## config.mk

```make
export PLATFORM = sky130hd
export DESIGN_NAME = fifo_wr_arbiter
export DESIGN_NICKNAME = d
export VERILOG_FILES = /design/src/rtl/fifo_arb_pkg.sv /design/src/rtl/rr_pick.sv /design/src/rtl/fifo_wr_arbiter.sv
export SDC_FILE = /design/constraint.sdc
export NUM_CORES = 1
export LEC_CHECK = 0
export BUFFER_PORTS_ARGS = -buffer_cell sky130_fd_sc_hd__buf_2
export CORE_ASPECT_RATIO = 1.25
export CORE_MARGIN = 2
export CORE_UTILIZATION = 23
export CTS_CLUSTER_DIAMETER = 50
export DETAILED_ROUTE_END_ITERATION = 12
export GPL_ROUTABILITY_DRIVEN = 0
export GPL_TIMING_DRIVEN = 1
export PLACE_DENSITY = 0.48
export SYNTH_ARGS = -nofsm -noshare
export SYNTH_HDL_FRONTEND = slang
export SYNTH_SLANG_ARGS = --single-unit
```

## constraint.sdc

```tcl
create_clock -name clk -period 1.8 [get_ports clk]
set_input_delay 0.09 -clock clk [delete_from_list [all_inputs] [get_ports clk]]
set_output_delay 0.09 -clock clk [all_outputs]
set_load 0.03 [all_outputs]
```

## src/rtl/fifo_arb_pkg.sv

```systemverilog
// Shared types and width helpers for the fifo write-port arbiter.
package fifo_arb_pkg;

  typedef enum logic {ARB_IDLE, ARB_LOCKED} arb_st_t;

  // Index width for n entries; a single-entry index still needs one bit.
  function automatic int idx_width(input int n);
    return (n < 2) ? 1 : $clog2(n);
  endfunction

endpackage

```

## src/rtl/rr_pick.sv

```systemverilog
// Combinational round-robin pick: first set bit of req at or after base, wrapping.
// Zero latency; no state, no backpressure.
module rr_pick #(
  parameter int N = 4,
  parameter int W = 2
) (
  input  logic [N-1:0] req,
  input  logic [W-1:0] base,
  output logic         found,
  output logic [W-1:0] idx
);

  always_comb begin
    found = 1'b0;
    idx   = '0;
    for (int i = 0; i < N; i++) begin
      int c;
      c = int'(base) + i;
      if (c >= N) c = c - N;
      if (!found && req[c]) begin
        found = 1'b1;
        idx   = W'(c);
      end
    end
  end

endmodule

```

## src/rtl/fifo_wr_arbiter.sv

```systemverilog
// Round-robin arbiter with burst lock in front of the fifo_sync write port.
// Zero-latency grant path; fifo_full stalls the grantee without losing or re-arbitrating the lock.
module fifo_wr_arbiter
  import fifo_arb_pkg::*;
#(
  parameter  int NUM_REQ    = 4,
  parameter  int DATA_WIDTH = 8,
  parameter  int MAX_BURST  = 4,
  localparam int REQ_W      = idx_width(NUM_REQ),
  localparam int BURST_W    = $clog2(MAX_BURST + 1)
) (
  input  logic                          clk,
  input  logic                          rst,
  input  logic [NUM_REQ-1:0]            req_valid,
  input  logic [NUM_REQ*DATA_WIDTH-1:0] req_data,
  output logic [NUM_REQ-1:0]            req_ready,
  input  logic                          fifo_full,
  output logic                          fifo_wr_en,
  output logic [DATA_WIDTH-1:0]         fifo_wr_data,
  output logic                          grant_valid,
  output logic [REQ_W-1:0]              grant_id
);

  arb_st_t            st;
  logic [REQ_W-1:0]   rr_ptr;
  logic [REQ_W-1:0]   owner;
  logic [BURST_W-1:0] beat_cnt;
  logic [BURST_W-1:0] beat_nxt;
  logic               pick_found;
  logic [REQ_W-1:0]   pick_idx;
  logic [REQ_W-1:0]   cand_id;

  function automatic logic [REQ_W-1:0] wrap_inc(input logic [REQ_W-1:0] i);
    return (int'(i) == NUM_REQ - 1) ? '0 : i + 1'b1;
  endfunction

  rr_pick #(.N(NUM_REQ), .W(REQ_W)) u_pick (
    .req   (req_valid),
    .base  (rr_ptr),
    .found (pick_found),
    .idx   (pick_idx)
  );

  assign beat_nxt = beat_cnt + BURST_W'(1);

  always_comb begin
    cand_id      = (st == ARB_LOCKED) ? owner : pick_idx;
    grant_valid  = !rst && ((st == ARB_LOCKED) ? req_valid[owner] : pick_found);
    grant_id     = grant_valid ? cand_id : '0;
    req_ready    = '0;
    if (grant_valid && !fifo_full) req_ready[grant_id] = 1'b1;
    fifo_wr_en   = |req_ready;
    fifo_wr_data = grant_valid ? req_data[grant_id*DATA_WIDTH +: DATA_WIDTH] : '0;
  end

  always_ff @(posedge clk or posedge rst) begin
    if (rst) begin
      st       <= ARB_IDLE;
      rr_ptr   <= '0;
      owner    <= '0;
      beat_cnt <= '0;
    end else begin
      case (st)
        ARB_IDLE: begin
          if (fifo_wr_en) begin
            if (MAX_BURST == 1) begin
              rr_ptr <= wrap_inc(pick_idx);
            end else begin
              st       <= ARB_LOCKED;
              owner    <= pick_idx;
              beat_cnt <= BURST_W'(1);
            end
          end
        end
        ARB_LOCKED: begin
          // Owner going idle ends the burst; that cycle carries no grant.
          if (!req_valid[owner]) begin
            st       <= ARB_IDLE;
            rr_ptr   <= wrap_inc(owner);
            beat_cnt <= '0;
          end else if (fifo_wr_en) begin
            if (beat_nxt == BURST_W'(MAX_BURST)) begin
              st       <= ARB_IDLE;
              rr_ptr   <= wrap_inc(owner);
              beat_cnt <= '0;
            end else begin
              beat_cnt <= beat_nxt;
            end
          end
        end
        default: st <= ARB_IDLE;
      endcase
    end
  end

endmodule

```

==> results.py <==
metrics = {
    "place": {
        "dp_hpwl_um": 2770,
        "portBuffers": 54,
        "placed_area_um2": 1549,
    },
    "cts": {
        "clockBufferDepth": 2,
        "cts_max_level": 1,
        "clockRootBuffer": "clkbuf_8",
        "clkTransAtPathRegs_ps": 40,
        "cts_inserted_buffers": 3,
        "clock-sinks": 8,
        "clk_latency_ps": 230,
        "cts_tree": "built",
    },
    "power": {
        "swShare": 0.4488,
        "p_per_area_nw_per_um2": 1278,
        "combPwrFrac": 0.771,
        "pwr-share-seq": 0.140,
        "p_leak_nw": 0.8385,
        "power_switching_w": 0.001078,
        "p_clk_frac": 0.089,
        "ir_drop_mv": 0.4424,
        "p_int_w": 0.001323,
    },
    "synth": {
        "syn_nets": 159,
        "ys_seq_area_frac": 0.1975,
        "synth_edf_count": 0,
        "avgSynthCellArea_um2": 8.662,
        "netlist_instances": 117,
        "synth_seq_cells": 8,
        "async_flop_share": 1.000,
        "synth_area_um2": 1013,
        "ys_warn_count": 0,
        "ys_types": 48,
        "synth_ff_type": "dfrtp_1",
    },
    "worst_setup_path": {
        "path_class": "reg2out",
        "reg2reg_slack_ps": 120,
        "start_kind": "flip-flop",
        "critical-path-slowest-cell": "dfrtp_1",
        "worstPathCellList": "and2b_2 > o311ai_4 > a21oi_4 > buf_6 > mux2i_4 > o22ai_2 > buf_6",
        "cp_data_arrival_time_ps": 1960,
        "crit_top_cell": "buf_6",
        "crit_path_end_kind": "output port",
        "reg2reg_depth": 6,
        "critPathMaxStageDelay_ps": 370,
        "path_max_fanout": 6,
        "r2r_end": "rr_ptr[0]",
        "regToRegStartpoint": "owner[1]",
        "crit_required_ps": 1710,
    },
    "run": {
        "drv_cap": 0,
    },
    "hold_path": {
        "min_from": "fifo_full",
        "hold_depth": 4,
        "hold_path.class": "in2reg",
        "worst_hold_path.endpoint": "beat_cnt[1]",
    },
    "routing": {
        "wl_per_cell_um": 13.93,
        "ant_nets": 0,
        "dr_total_vias": 1261,
        "via_per_inst": 4.926,
        "postRouteWirelength_um": 3567,
        "drtIter0Drc": 25,
        "drc_errors": 0,
        "dr.pass1.iters": 4,
    },
    "timing": {
        "holdWs_ps": 288.5,
        "finalHoldViolations": 0,
        "finalClockSkew_ps": 3.361,
        "setup_viol": 13,
        "fin_crit_ps": 2050,
        "worst_slack_ps": -249.7,
        "fmax_mhz": 487.9,
        "drv_slew": 0,
        "rsz0062_at_grt": "true",
        "relSlewSlack": 0.7321,
        "finalCritPeriodShare": 1.139,
        "worst_pin_slew_ps": 398.2,
    },
    "cells_and_area": {
        "nFillCells": 432,
        "finalInstanceArea_um2": 1878,
        "drive_above_1_share": 0.6364,
        "area_growth_pct": 85.31,
        "final_nets": 242,
        "n_antenna_cell": 0,
    },
    "global_route": {
        "grt_max_degree": 12,
        "grt_pass1_vias": 1391,
        "grt_use_total": 0.1474,
        "antenna_found_initial": 0,
        "grt-ovfl-total": 0,
        "grt_pass1_wl_um": 6037,
    },
    "die": {
        "start_util": 0.2344,
        "die_w_um": 63.37,
        "core_area_um2": 4324,
        "die-area_um2": 4956,
        "io_pins": 55,
        "num_rows": 27,
        "die_h_um": 78.22,
    },
    "status": {
        "status": "complete, but fails checks",
        "violations": "negative setup slack",
    },
}
per-layer routing:
layer  share of wire  vias up  global-route usage
met5               0        -                   0
met1            0.39      594              0.1471
li1                -      606                   -
met4           0.010        0             0.05217
met2            0.54       55              0.2979
met3           0.062        6             0.02436
placed cells by master (no fill, tap or decap), types with 2 or more instances in the layout:
cell type / n
mux2i_4: 5
and3_1: 2
nor2_4: 3
a21o_1: 2
ha_1: 3
and3_2: 2
buf_2: 39
nand4b_1: 2
o211ai_1: 2
o21ai_0: 4
nand3_1: 3
dfrtp_1: 8
nor3_1: 2
mux2i_2: 3
a21oi_2: 2
nor2b_1: 2
buf_6: 16
o22ai_2: 5
clkbuf_8: 3
mux2_2: 2
and3_4: 2
nor2_1: 4
buf_4: 25
nand2_1: 5
a32oi_1: 2
nand2b_1: 2
mux2i_1: 5
inv_1: 6
a21oi_1: 3
o2bb2ai_1: 3
nor2b_2: 2
sequential cells by signal (all words and copies together) (netlist names):
name and cells:
owner 2, rr_ptr 2, st 1, beat_cnt 3
through the flow:
step | power, W | setup TNS, ps | std cells | worst slack [ps] | util
5_1_grt | 0.002574 | -4188 | 256 | -365.0 | 0.4343
4_1_cts | 0.002341 | -2663 | 255 | -245.6 | 0.4245
2_1_floorplan | 0.001354 | -521.8 | 117 | -102.4 | -
6_report | 0.002401 | -2797 | 256 | -249.7 | 0.4343
3_5_place_dp | 0.001799 | -618.5 | 244 | -157.6 | 0.3582
3_3_place_gp | 0.001769 | -322.9 | 244 | -106.5 | 0.3582
critical path: cells and delay by family (launching register included):
kind / cells / cell delay (ps)
AO/OA/AOI/OAI: 3 / 580
buffers and inverters: 2 / 320
flip-flops: 1 / 370
multiplexers: 1 / 190
AND/OR/NAND/NOR: 1 / 270
synthesized netlist by cell type (all sizes together), types with 2 or more instances:
library cell	number	area (um^2)
dfrtp	8	200.2
and3	6	37.54
o21ai	7	46.29
nor2b	4	30.03
o311ai	2	35.04
nor3	3	20.02
nand4b	2	17.52
nand3	3	15.01
buf	3	36.28
o22ai	6	37.54
inv	7	26.27
nand2b	2	12.51
o211ai	2	15.01
o2bb2ai	3	26.28
ha	3	37.54
a21oi	6	33.78
nand2	7	28.78
a32oi	2	17.52
mux2i	13	130.1
mux2	4	45.04
o21bai	2	18.77
nor2	8	32.54
a21o	2	15.01
worst max-delay path by stage:
stage | start | end | slack, ps | depth (start not counted)
final | rr_ptr[0] | fifo_wr_data[1] | -250 | 7
after global routing | owner[0] | fifo_wr_data[1] | -370 | 7
after CTS | rr_ptr[0] | fifo_wr_data[7] | -250 | 8
after detailed placement | rr_ptr[0] | fifo_wr_data[0] | -160 | 7
after global placement | rr_ptr[0] | fifo_wr_data[0] | -110 | 7
after floorplan | owner[1] | fifo_wr_data[4] | -100 | 6
area by class of cell:
| type | instances | area [um^2] | area share |
|---|---|---|---|
| inverter | 7 | 26.28 | 0.01399 |
| multi-input combinational | 98 | 949.7 | 0.5057 |
| timing repair buffer | 82 | 588.1 | 0.3131 |
| tap | 58 | 72.57 | 0.03864 |
| sequential | 8 | 200.2 | 0.1066 |
| clock buffer | 3 | 41.29 | 0.02199 |
timing repair:
item,in CTS,in global routing
setup buffers,6,1
hold endpoints to repair,8,0
gates cloned,1,0
resized for setup,50,11
endpoints found under the setup margin,16,18
pin swaps,9,0
hold buffers,1,0
power groups by stage:
stage          Clock, W  Sequential, W  Combinational [W]
2_1_floorplan         0       0.000328            0.00103
3_3_place_gp          0       0.000334            0.00144
3_5_place_dp          0       0.000338            0.00146
4_1_cts        0.000223       0.000336            0.00178
5_1_grt        0.000237       0.000349            0.00199
6_report       0.000213       0.000337            0.00185
cells by family after synthesis:
kind of cell | Yosys count | synth area share
compound gates | 36 | 0.2877
xor+xnor | 1 | 0.008644
fa+ha+maj | 3 | 0.03704
buf+inv | 11 | 0.06542
flops | 8 | 0.1975
mux | 17 | 0.1728
simple gates | 41 | 0.2309
Power figures use the tool's default switching activity.
